File: config.mk
export PLATFORM = sky130hd
export DESIGN_NAME = seq_pattern_detect
export DESIGN_NICKNAME = d
export VERILOG_FILES = /design/src/rtl/seq_det_pkg.sv /design/src/rtl/seq_pattern_ram.sv /design/src/rtl/seq_pattern_detect.sv
export SDC_FILE = /design/constraint.sdc
export NUM_CORES = 1
export LEC_CHECK = 0
export CORE_ASPECT_RATIO = 0.9
export CORE_MARGIN = 2
export CORE_UTILIZATION = 45
export CTS_BUF_LIST = sky130_fd_sc_hd__clkbuf_4 sky130_fd_sc_hd__clkbuf_8 sky130_fd_sc_hd__clkbuf_16
export DETAILED_ROUTE_END_ITERATION = 6
export MAX_ROUTING_LAYER = met4
export PLACE_DENSITY_LB_ADDON = 0.15
export RECOVER_POWER = 25
export SLEW_MARGIN = 30
export SYNTH_ARGS = -nofsm -noshare
export SYNTH_HDL_FRONTEND = slang
export SYNTH_SLANG_ARGS = --single-unit
File: constraint.sdc
create_clock -name clk -period 6.8 [get_ports clk]
set_input_delay 0.68 -clock clk [delete_from_list [all_inputs] [get_ports clk]]
set_output_delay 0.68 -clock clk [all_outputs]
set_load 0.01 [all_outputs]
File: src/rtl/seq_det_pkg.sv
// Shared types, ASCII constants and the case-fold helper for the
// programmable sequence detector.
package seq_det_pkg;

    typedef enum logic [0:0] {
        IDLE = 1'b0,
        RUN  = 1'b1
    } state_e;

    localparam logic [7:0] CH_A_UP  = 8'h41;
    localparam logic [7:0] CH_Z_UP  = 8'h5A;
    localparam logic [7:0] CASE_BIT = 8'h20;

    // Map ASCII upper-case letters onto lower case; everything else passes through.
    function automatic logic [7:0] fold(input logic [7:0] c);
        logic [7:0] r;
        if ((c >= CH_A_UP) && (c <= CH_Z_UP)) begin
            r = c | CASE_BIT;
        end else begin
            r = c;
        end
        return r;
    endfunction

endpackage

File: src/rtl/seq_pattern_ram.sv
// Pattern register file: one write port, every entry visible in parallel
// so the comparators can look at the whole pattern in one cycle.
module seq_pattern_ram
    import seq_det_pkg::*;
#(
    parameter int DATA_W  = 8,
    parameter int MAX_LEN = 16,
    localparam int AW     = $clog2(MAX_LEN)
) (
    input  logic              clk,
    input  logic              we_i,
    input  logic [AW-1:0]     addr_i,
    input  logic [DATA_W-1:0] data_i,
    output logic [DATA_W-1:0] mem_o [MAX_LEN]
);

    logic [DATA_W-1:0] mem_q [MAX_LEN];

    // Pattern storage; contents are deliberately left unreset.
    always_ff @(posedge clk) begin
        for (int i = 0; i < MAX_LEN; i++) begin
            if (we_i && (addr_i == AW'(i))) begin
                mem_q[i] <= data_i;
            end
        end
    end

    assign mem_o = mem_q;

endmodule

File: src/rtl/seq_pattern_detect.sv
// Streaming detector for a programmable symbol sequence with optional
// overlap, ASCII case folding, registered echo and saturating match counter.
module seq_pattern_detect
    import seq_det_pkg::*;
#(
    parameter int DATA_W  = 8,
    parameter int MAX_LEN = 16,
    parameter int CNT_W   = 16,
    localparam int AW     = $clog2(MAX_LEN),
    localparam int LW     = $clog2(MAX_LEN + 1)
) (
    input  logic              clk,
    input  logic              rst_n,
    input  logic              enable,
    input  logic              case_ins,
    input  logic              overlap,
    input  logic              pat_wr_en,
    input  logic [AW-1:0]     pat_wr_addr,
    input  logic [DATA_W-1:0] pat_wr_data,
    input  logic [LW-1:0]     pat_len,
    output logic              pat_err,
    input  logic              in_valid,
    output logic              in_ready,
    input  logic [DATA_W-1:0] in_data,
    output logic              out_valid,
    output logic [DATA_W-1:0] out_data,
    output logic              match,
    output logic [LW-1:0]     progress,
    output logic [CNT_W-1:0]  match_cnt,
    input  logic              clr_cnt
);

    state_e            state_q, state_d;
    logic [LW-1:0]     len_q, len_d, fill_q, fill_d, progress_q, progress_d;
    logic [DATA_W-1:0] hist_q [MAX_LEN];
    logic [DATA_W-1:0] hist_d [MAX_LEN];
    logic [DATA_W-1:0] hist_sh_s [MAX_LEN];
    logic [DATA_W-1:0] hist_f_s [MAX_LEN];
    logic [DATA_W-1:0] pat_s [MAX_LEN];
    logic [DATA_W-1:0] pat_f_s [MAX_LEN];
    logic [DATA_W-1:0] out_data_q, out_data_d;
    logic              out_valid_q, out_valid_d, match_q, match_d, pat_err_q, pat_err_d;
    logic [CNT_W-1:0]  cnt_q, cnt_d;
    logic              accept_s, wr_ok_s, len_ok_s, all_eq_s, match_s;
    logic [LW-1:0]     fill_inc_s;
    logic [AW-1:0]     idx_s;

    assign wr_ok_s = pat_wr_en && (state_q == IDLE) && (int'(pat_wr_addr) < MAX_LEN);

    seq_pattern_ram #(
        .DATA_W  (DATA_W),
        .MAX_LEN (MAX_LEN)
    ) u_ram (
        .clk    (clk),
        .we_i   (wr_ok_s),
        .addr_i (pat_wr_addr),
        .data_i (pat_wr_data),
        .mem_o  (pat_s)
    );

    // Candidate history with the incoming symbol shifted in at index 0.
    always_comb begin
        hist_sh_s[0] = in_data;
        for (int i = 1; i < MAX_LEN; i++) begin
            hist_sh_s[i] = hist_q[i-1];
        end
    end

    if (DATA_W == 8) begin : g_fold
        // Fold both sides of the comparison when case-insensitive matching is on.
        always_comb begin
            for (int i = 0; i < MAX_LEN; i++) begin
                if (case_ins) begin
                    hist_f_s[i] = fold(hist_sh_s[i]);
                    pat_f_s[i]  = fold(pat_s[i]);
                end else begin
                    hist_f_s[i] = hist_sh_s[i];
                    pat_f_s[i]  = pat_s[i];
                end
            end
        end
    end else begin : g_raw
        // Non-byte symbols are always compared exactly.
        always_comb begin
            for (int i = 0; i < MAX_LEN; i++) begin
                hist_f_s[i] = hist_sh_s[i];
                pat_f_s[i]  = pat_s[i];
            end
        end
    end

    // Newest symbol lines up with the last pattern symbol, oldest with the first.
    always_comb begin
        all_eq_s = 1'b1;
        idx_s    = {AW{1'b0}};
        for (int i = 0; i < MAX_LEN; i++) begin
            if (i < int'(len_q)) begin
                idx_s = AW'(int'(len_q) - 1 - i);
                if (hist_f_s[i] != pat_f_s[idx_s]) begin
                    all_eq_s = 1'b0;
                end
            end
        end
    end

    assign accept_s   = in_valid && (state_q == RUN);
    assign len_ok_s   = (len_q != {LW{1'b0}}) && (int'(len_q) <= MAX_LEN);
    assign fill_inc_s = (fill_q >= len_q) ? len_q : (fill_q + LW'(1));
    assign match_s    = accept_s && enable && len_ok_s && (fill_inc_s == len_q) && all_eq_s;

    // Next-state, history, echo and counter logic.
    always_comb begin
        state_d     = state_q;
        len_d       = len_q;
        fill_d      = fill_q;
        hist_d      = hist_q;
        out_valid_d = 1'b0;
        out_data_d  = out_data_q;
        match_d     = 1'b0;
        progress_d  = progress_q;
        pat_err_d   = pat_wr_en && !wr_ok_s;
        cnt_d       = cnt_q;

        case (state_q)
            IDLE: begin
                if (enable) begin
                    state_d = RUN;
                    len_d   = pat_len;
                end else begin
                    state_d = IDLE;
                end
            end
            RUN: begin
                if (!enable) begin
                    // Abandon any partial match; a beat on this edge is echoed only.
                    state_d    = IDLE;
                    fill_d     = {LW{1'b0}};
                    progress_d = {LW{1'b0}};
                    for (int i = 0; i < MAX_LEN; i++) begin
                        hist_d[i] = {DATA_W{1'b0}};
                    end
                    if (accept_s) begin
                        out_valid_d = 1'b1;
                        out_data_d  = in_data;
                    end else begin
                        out_valid_d = 1'b0;
                    end
                end else if (accept_s) begin
                    hist_d      = hist_sh_s;
                    fill_d      = (match_s && !overlap) ? {LW{1'b0}} : fill_inc_s;
                    out_valid_d = 1'b1;
                    out_data_d  = in_data;
                    match_d     = match_s;
                    progress_d  = fill_inc_s;
                end else begin
                    state_d = RUN;
                end
            end
            default: begin
                state_d = IDLE;
            end
        endcase

        if (clr_cnt) begin
            cnt_d = {CNT_W{1'b0}};
        end else if (match_s && (cnt_q != {CNT_W{1'b1}})) begin
            cnt_d = cnt_q + CNT_W'(1);
        end else begin
            cnt_d = cnt_q;
        end
    end

    // State, history and output registers.
    always_ff @(posedge clk or negedge rst_n) begin
        if (!rst_n) begin
            state_q     <= IDLE;
            len_q       <= {LW{1'b0}};
            fill_q      <= {LW{1'b0}};
            out_valid_q <= 1'b0;
            out_data_q  <= {DATA_W{1'b0}};
            match_q     <= 1'b0;
            progress_q  <= {LW{1'b0}};
            pat_err_q   <= 1'b0;
            cnt_q       <= {CNT_W{1'b0}};
            for (int i = 0; i < MAX_LEN; i++) begin
                hist_q[i] <= {DATA_W{1'b0}};
            end
        end else begin
            state_q     <= state_d;
            len_q       <= len_d;
            fill_q      <= fill_d;
            out_valid_q <= out_valid_d;
            out_data_q  <= out_data_d;
            match_q     <= match_d;
            progress_q  <= progress_d;
            pat_err_q   <= pat_err_d;
            cnt_q       <= cnt_d;
            for (int i = 0; i < MAX_LEN; i++) begin
                hist_q[i] <= hist_d[i];
            end
        end
    end

    assign in_ready  = (state_q == RUN);
    assign out_valid = out_valid_q;
    assign out_data  = out_data_q;
    assign match     = match_q;
    assign progress  = progress_q;
    assign match_cnt = cnt_q;
    assign pat_err   = pat_err_q;

endmodule

==> impl_metrics.tcl, run 1 <==
set metrics [dict create \
    status "complete, but fails checks" \
    failed_checks "max-capacitance violations, max-slew violations" \
    cp.arrival_ps 6880 \
    viasPerCell 6.85 \
    ys_ff_latch 291 \
    hold_viol_final 0 \
    core_area_sq_mm 0.0466 \
    slew_headroom -2.47 \
    holdBufCountCts 0 \
    min_path_type "flop to flop" \
    place_congestion 1.07 \
    fillers 4099 \
    reg2reg_slack_ps 420 \
    yosys_warnings 0 \
    synth.avg_cell_area_sq_um 11.6 \
    die_h_microns 210 \
    firstDrtPassIters 5 \
    async_reset_ff_frac 0.560 \
    post_cts_resized 0 \
    drt_iter0_drc 2357 \
    dp_hpwl_mm 63.8 \
    crit_fanout 63 \
    cts-htree-levels 1 \
    grt_max_degree 100 \
    grt_overflow 0 \
    rsz0062_at_grt "false" \
    dr_total_vias 17200 \
    die_w_microns 233 \
    clkSinkCount 291 \
    root_buffer "clkbuf_16" \
    clock-skew-final_ps 10.4 \
    port_buffers 65 \
    final-setup-viol-count 0 \
    fmax_mhz 157 \
    track_usage 0.343 \
    synth_edf_count 128 \
    finalPower_mw 7.11 \
    grt_pass1_vias 16224 \
    drv_cap 1 \
    period_share 0.939 \
    dieArea_sq_mm 0.0491 \
    critPathCaptureType "flop" \
    worst_slew_pin_slew_ps 5210 \
    start_kind "flop" \
    fin_nets 1921 \
    hold_slack_ps 478 \
    syn_inst 1835 \
    min_period_ps 6380 \
    syn_nets 1883 \
    drive_above_1_share 0.186 \
    ys_seq_area_frac 0.372 \
    power_density_mw_per_mm2 300 \
    synth.distinct_cells 73 \
    antenna_found_initial 1 \
    cts_tree "built" \
    area_growth_pct 11.2 \
    cts_buffer_depth 3 \
    required_ps 7290 \
    path_clk_slew_ps 60 \
    wl_mm 81.7 \
    grt_pass1_wl_mm 117 \
    ios 66 \
    slew_violations 100 \
    wl_per_cell_microns 32.5 \
    critPathKind "flop to flop" \
    clkLatencyLatePin_ps 580 \
    final_cell_mix "mux2i_1 (202), dfrtp_1 (161), mux4_2 (160), nand2_1 (156), edfxtp_1 (128)" \
    design_area_sq_mm 0.0237 \
    syn_area_sq_mm 0.0213 \
    irDropWorstVdd_mv 0.208 \
    layout_commonest_cell "mux2i_1" \
    synth_top_flop_cell "dfrtp_1" \
    rows 75 \
    fin_tns_setup_ps 0 \
    floorplan.initialDensity 0.457 \
    leakage_nw 9.27 \
    cts_buffers 31 \
    place_area_sq_mm 0.0227 \
    drc 0 \
    ant_nets 0 \
    postCtsSetupBuffers 0 \
]
## flip-flops by register name, indices dropped and copies added, names as in the netlist
register and count:
u_ram.mem_o 128, hist_q 120, match_cnt 16, out_data 8
fill_q 5, len_q 5, progress 5, in_ready 1
match 1, out_valid 1, pat_err 1
## layer usage
| layer | global-route usage | up-vias | routed length, microns |
|---|---|---|---|
| met5 | - | - | 0 |
| met4 | 0.113 | 0 | 3280 |
| met3 | 0.0705 | 138 | 8060 |
| met2 | 0.489 | 998 | 35500 |
| met1 | 0.487 | 8775 | 34900 |
| li1 | - | 7289 | - |
## stage by stage
stage / worst slack, ps / instances / util
2_1_floorplan: 25.8 / 1835 / -
3_3_place_gp: 562 / 2456 / 0.486
3_5_place_dp: 553 / 2456 / 0.487
4_1_cts: 544 / 2510 / 0.508
5_1_grt: 217 / 2511 / 0.508
6_report: 416 / 2511 / 0.508
## synth_stat cells, types with 7 or more instances
master    number  area [sq um]
buf_4         10          75.1
mux4_2       160          3600
ha_1          15           188
a21o_1         8          60.1
nand3_1       26           130
and3_1         7          43.8
xnor2_1       74           648
edfxtp_1     128          3840
mux2i_1      202          2020
a22o_1       113           990
nor4_1        15          93.8
a31oi_1       14          87.6
nand4_1       12          75.1
o32ai_1       29           254
clkbuf_1      50           188
buf_2         36           180
o21ai_0       65           325
nor3_1        37           185
dfrtp_1      163          4080
or3_1         37           231
nor2_1        87           327
mux2_2        44           495
nor2b_1       10          62.6
nand2_1      156           586
a21oi_1       59           295
o31ai_1       12          90.1
and3b_1       10          87.6
o22ai_1       23           144
or4_1         23           173
buf_1         15          56.3
buf_6          7          78.8
o211ai_1       8          60.1
xor2_1        74           648
inv_1         29           109
## cells by family after synthesis
| family | share of synthesized area |
|---|---|
| simple gates | 0.104 |
| compound gates | 0.129 |
| flops | 0.372 |
| buf+inv | 0.0335 |
| xor+xnor | 0.0656 |
| fa+ha+maj | 0.00881 |
| mux | 0.287 |
## power by group
| part | total [mW] | switching (mW) | internal (mW) |
|---|---|---|---|
| registers | 1.92 | 0.0500 | 1.87 |
| logic | 3.53 | 1.98 | 1.54 |
| clock network | 1.66 | 0.700 | 0.955 |
| total | 7.11 | 2.73 | 4.37 |
## final cells by class
class / count / area [sq um] / share of cell area
antenna: 1 / 2.50 / 0.000106
clock buffer: 41 / 857 / 0.0362
clock inverter: 13 / 123 / 0.00518
inverter: 31 / 116 / 0.00491
multi-input combinational: 1394 / 12800 / 0.540
sequential: 291 / 7930 / 0.335
tap: 616 / 771 / 0.0325
timing repair buffer: 124 / 1110 / 0.0467
## final timing paths
| kind | start | end | cells after the start |
|---|---|---|---|
| setup / recovery | len_q[0] | match_cnt[11] | 16 |
| hold / removal | progress[4] | progress[4] | 2 |
| setup reg to reg | len_q[0] | match_cnt[11] | 16 |
| hold reg to reg | progress[4] | progress[4] | 2 |
| max in group asynchronous | rst_n | len_q[0] | 2 |
| min in group asynchronous | rst_n | hist_q[27] | 1 |
## critical path, stage by stage, from the launching register on
cell	delay, ps
dfrtp_4	530
inv_2	80
ha_4	490
buf_4	810
mux2i_1	350
mux2i_1	540
nand2_1	90
and3_1	190
a21oi_1	190
xor2_1	100
nor4_1	720
a22oi_1	220
or4_1	630
a221oi_4	370
nand2_2	250
or4_1	520
a21oi_1	150
(Power assumes the default switching activity.)
==> run 2, diff against run 1 <==
--- a/config.mk
+++ b/config.mk
@@ -5,7 +5,7 @@
 export SDC_FILE = /design/constraint.sdc
 export NUM_CORES = 1
 export LEC_CHECK = 0
-export CORE_ASPECT_RATIO = 0.9
+export ABC_AREA = 1
 export CORE_MARGIN = 2
 export CORE_UTILIZATION = 45
 export CTS_BUF_LIST = sky130_fd_sc_hd__clkbuf_4 sky130_fd_sc_hd__clkbuf_8 sky130_fd_sc_hd__clkbuf_16
==> impl_metrics.tcl, run 2 <==
set metrics [dict create \
    synth.distinct_cells 45 \
    die_h_microns 224 \
    wl_per_cell_microns 26.2 \
    fin_tns_setup_ps 0 \
    async_reset_ff_frac 0.560 \
    hold_viol_final 0 \
    fin_ws_ps 1160 \
    track_usage 0.424 \
    clock-skew-final_ps 33.6 \
    final-setup-viol-count 0 \
    synth_edf_count 128 \
    irDropWorstVdd_mv 0.373 \
    ys_ff_latch 291 \
    syn_area_sq_mm 0.0218 \
    crit_top_cell "nand2_1" \
    period_share 0.830 \
    largest_reg_flops 128 \
    synth.avg_cell_area_sq_um 6.42 \
    grt_pass1_wl_mm 150 \
    cts_buffer_depth 3 \
    synth.most_common_cell "nand2_1" \
    wl_mm 105 \
    drive_above_1_share 0.0423 \
    port_buffers 65 \
    place_congestion 1.14 \
    synth.area.top_cells "nand2_1 (24%), dfrtp_1 (19%), edfxtp_1 (18%), nand3_1 (15%), inv_1 (5.3%)" \
    antenna_found_initial 5 \
    core_area_sq_mm 0.0477 \
    dp_slack_ps 1320 \
    min_period_ps 5640 \
    status "complete, but fails checks" \
    slew_violations 0 \
    finalPower_mw 7.27 \
    cp_slowest_stage_delay_ps 800 \
    drc 1 \
    drt_iter0_drc 4024 \
    fin_nets 3424 \
    crit_fanout 53 \
    area_growth_pct 9.66 \
    ant_nets 0 \
    rows 80 \
    synth_commonest_cells "nand2_1 (1417), nand3_1 (657), inv_1 (306), dfrtp_1 (163), nor2_1 (143)" \
    min_path_type "flop to flop" \
    clkLatencyLatePin_ps 570 \
    grt_max_degree 144 \
    dp_hpwl_mm 83.5 \
    yosys_warnings 0 \
    viasPerCell 6.13 \
    die_w_microns 224 \
    cts_buffers 35 \
    synth_top_flop_cell "dfrtp_1" \
    synth_top_area_frac 0.244 \
    dr_total_vias 24662 \
    worst_slew_pin_slew_ps 1240 \
    clkSinkCount 291 \
    syn_nets 3444 \
    leakage_nw 11.8 \
    dieArea_sq_mm 0.0502 \
    fillers 4815 \
    critPathKind "flop to flop" \
    rsz0062_at_grt "false" \
    synth_top_cell_by_area "nand2_1" \
    syn_inst 3396 \
    power_density_mw_per_mm2 304 \
    layout_commonest_cell "nand2_1" \
    critPathCaptureType "flop" \
    grt_overflow 0 \
    failed_checks "design-rule violations" \
    crit_slowest_cell "dfrtp_4" \
    path_clk_slew_ps 60 \
    design_area_sq_mm 0.0239 \
    cts_tree "built" \
    cp.arrival_ps 6050 \
    required_ps 7210 \
    final_cell_mix "nand2_1 (1413), nand3_1 (657), inv_1 (305), dfrtp_1 (162), nor2_1 (143)" \
    drv_cap 0 \
    start_kind "flop" \
    grt_pass1_vias 21916 \
    root_buffer "clkbuf_16" \
    fmax_mhz 177 \
    ios 66 \
    floorplan.initialDensity 0.457 \
    slew_headroom 0.165 \
    place_area_sq_mm 0.0227 \
    cts-htree-levels 2 \
    firstDrtPassIters 7 \
    ys_seq_area_frac 0.363 \
]
run 2: cells by family after synthesis:
family	count (synthesis)	share of synthesized area
AOI/OAI and AO/OA	264	0.0707
xor gates and xnor gates	25	0.0100
adders and majority gates	15	0.00861
buffers and inverters	463	0.0910
DFF	291	0.363
and+or+nand+nor	2338	0.456
run 2: routing by layer:
layer  part of all wire  global-route usage  vias to the layer above
li1                   -                   -                    11097
met4              0.056               0.203                        0
met1               0.41               0.571                    11700
met5                  0                   -                        -
met2               0.42               0.609                     1618
met3               0.11              0.0889                      247
run 2: path summary, 6_finish.rpt:
check | start | to | slack (ps) | cells after the start
setup / recovery | len_q[0] | fill_q[1] | 1160 | 25
hold / removal | out_data[2] | out_data[2] | 500 | 2
setup reg to reg | len_q[0] | fill_q[1] | 1160 | 25
hold reg to reg | out_data[2] | out_data[2] | 500 | 2
max in group asynchronous | rst_n | len_q[0] | 4330 | 3
min in group asynchronous | rst_n | hist_q[74] | 870 | 2
run 2: cell type report:
cell class / count / area, sq um / share of cell area
Clock buffer: 43 / 966 / 0.0404
Multi-Input combinational cell: 2642 / 11900 / 0.500
Antenna cell: 5 / 12.5 / 0.000523
Timing Repair Buffer: 95 / 910 / 0.0380
Inverter: 311 / 1170 / 0.0489
Tap cell: 615 / 769 / 0.0322
Sequential cell: 291 / 7930 / 0.332
Clock inverter: 19 / 205 / 0.00858
run 2: power by group:
group          total, mW  switching (mW)  internal (mW)
clock               1.93           0.800           1.13
sequential          1.93          0.0492           1.88
combinational       3.41            2.58          0.830
run 2: worst max-delay path, delay by kind of cell, from the launching register on:
kind / cells / cell delay [ps]
adders and majority gates: 1 / 450
and+or+nand+nor: 20 / 3220
AOI/OAI and AO/OA: 1 / 90
buffers and inverters: 3 / 890
DFF: 1 / 800
run 2: through the flow:
stage / cells / hold WS (ps) / utilization
2_1_floorplan: 3396 / 384 / -
3_3_place_gp: 3953 / 477 / 0.475
3_5_place_dp: 3953 / 484 / 0.475
4_1_cts: 4016 / 506 / 0.500
5_1_grt: 4020 / 529 / 0.501
6_report: 4021 / 500 / 0.501
run 2: repair_timing:
action	4_1_cts	5_1_grt
hold buffers	1	0
endpoints found under the hold margin	20	0
gates resized for setup	0	0
buffers inserted	0	0
endpoints found under the setup margin	0	0
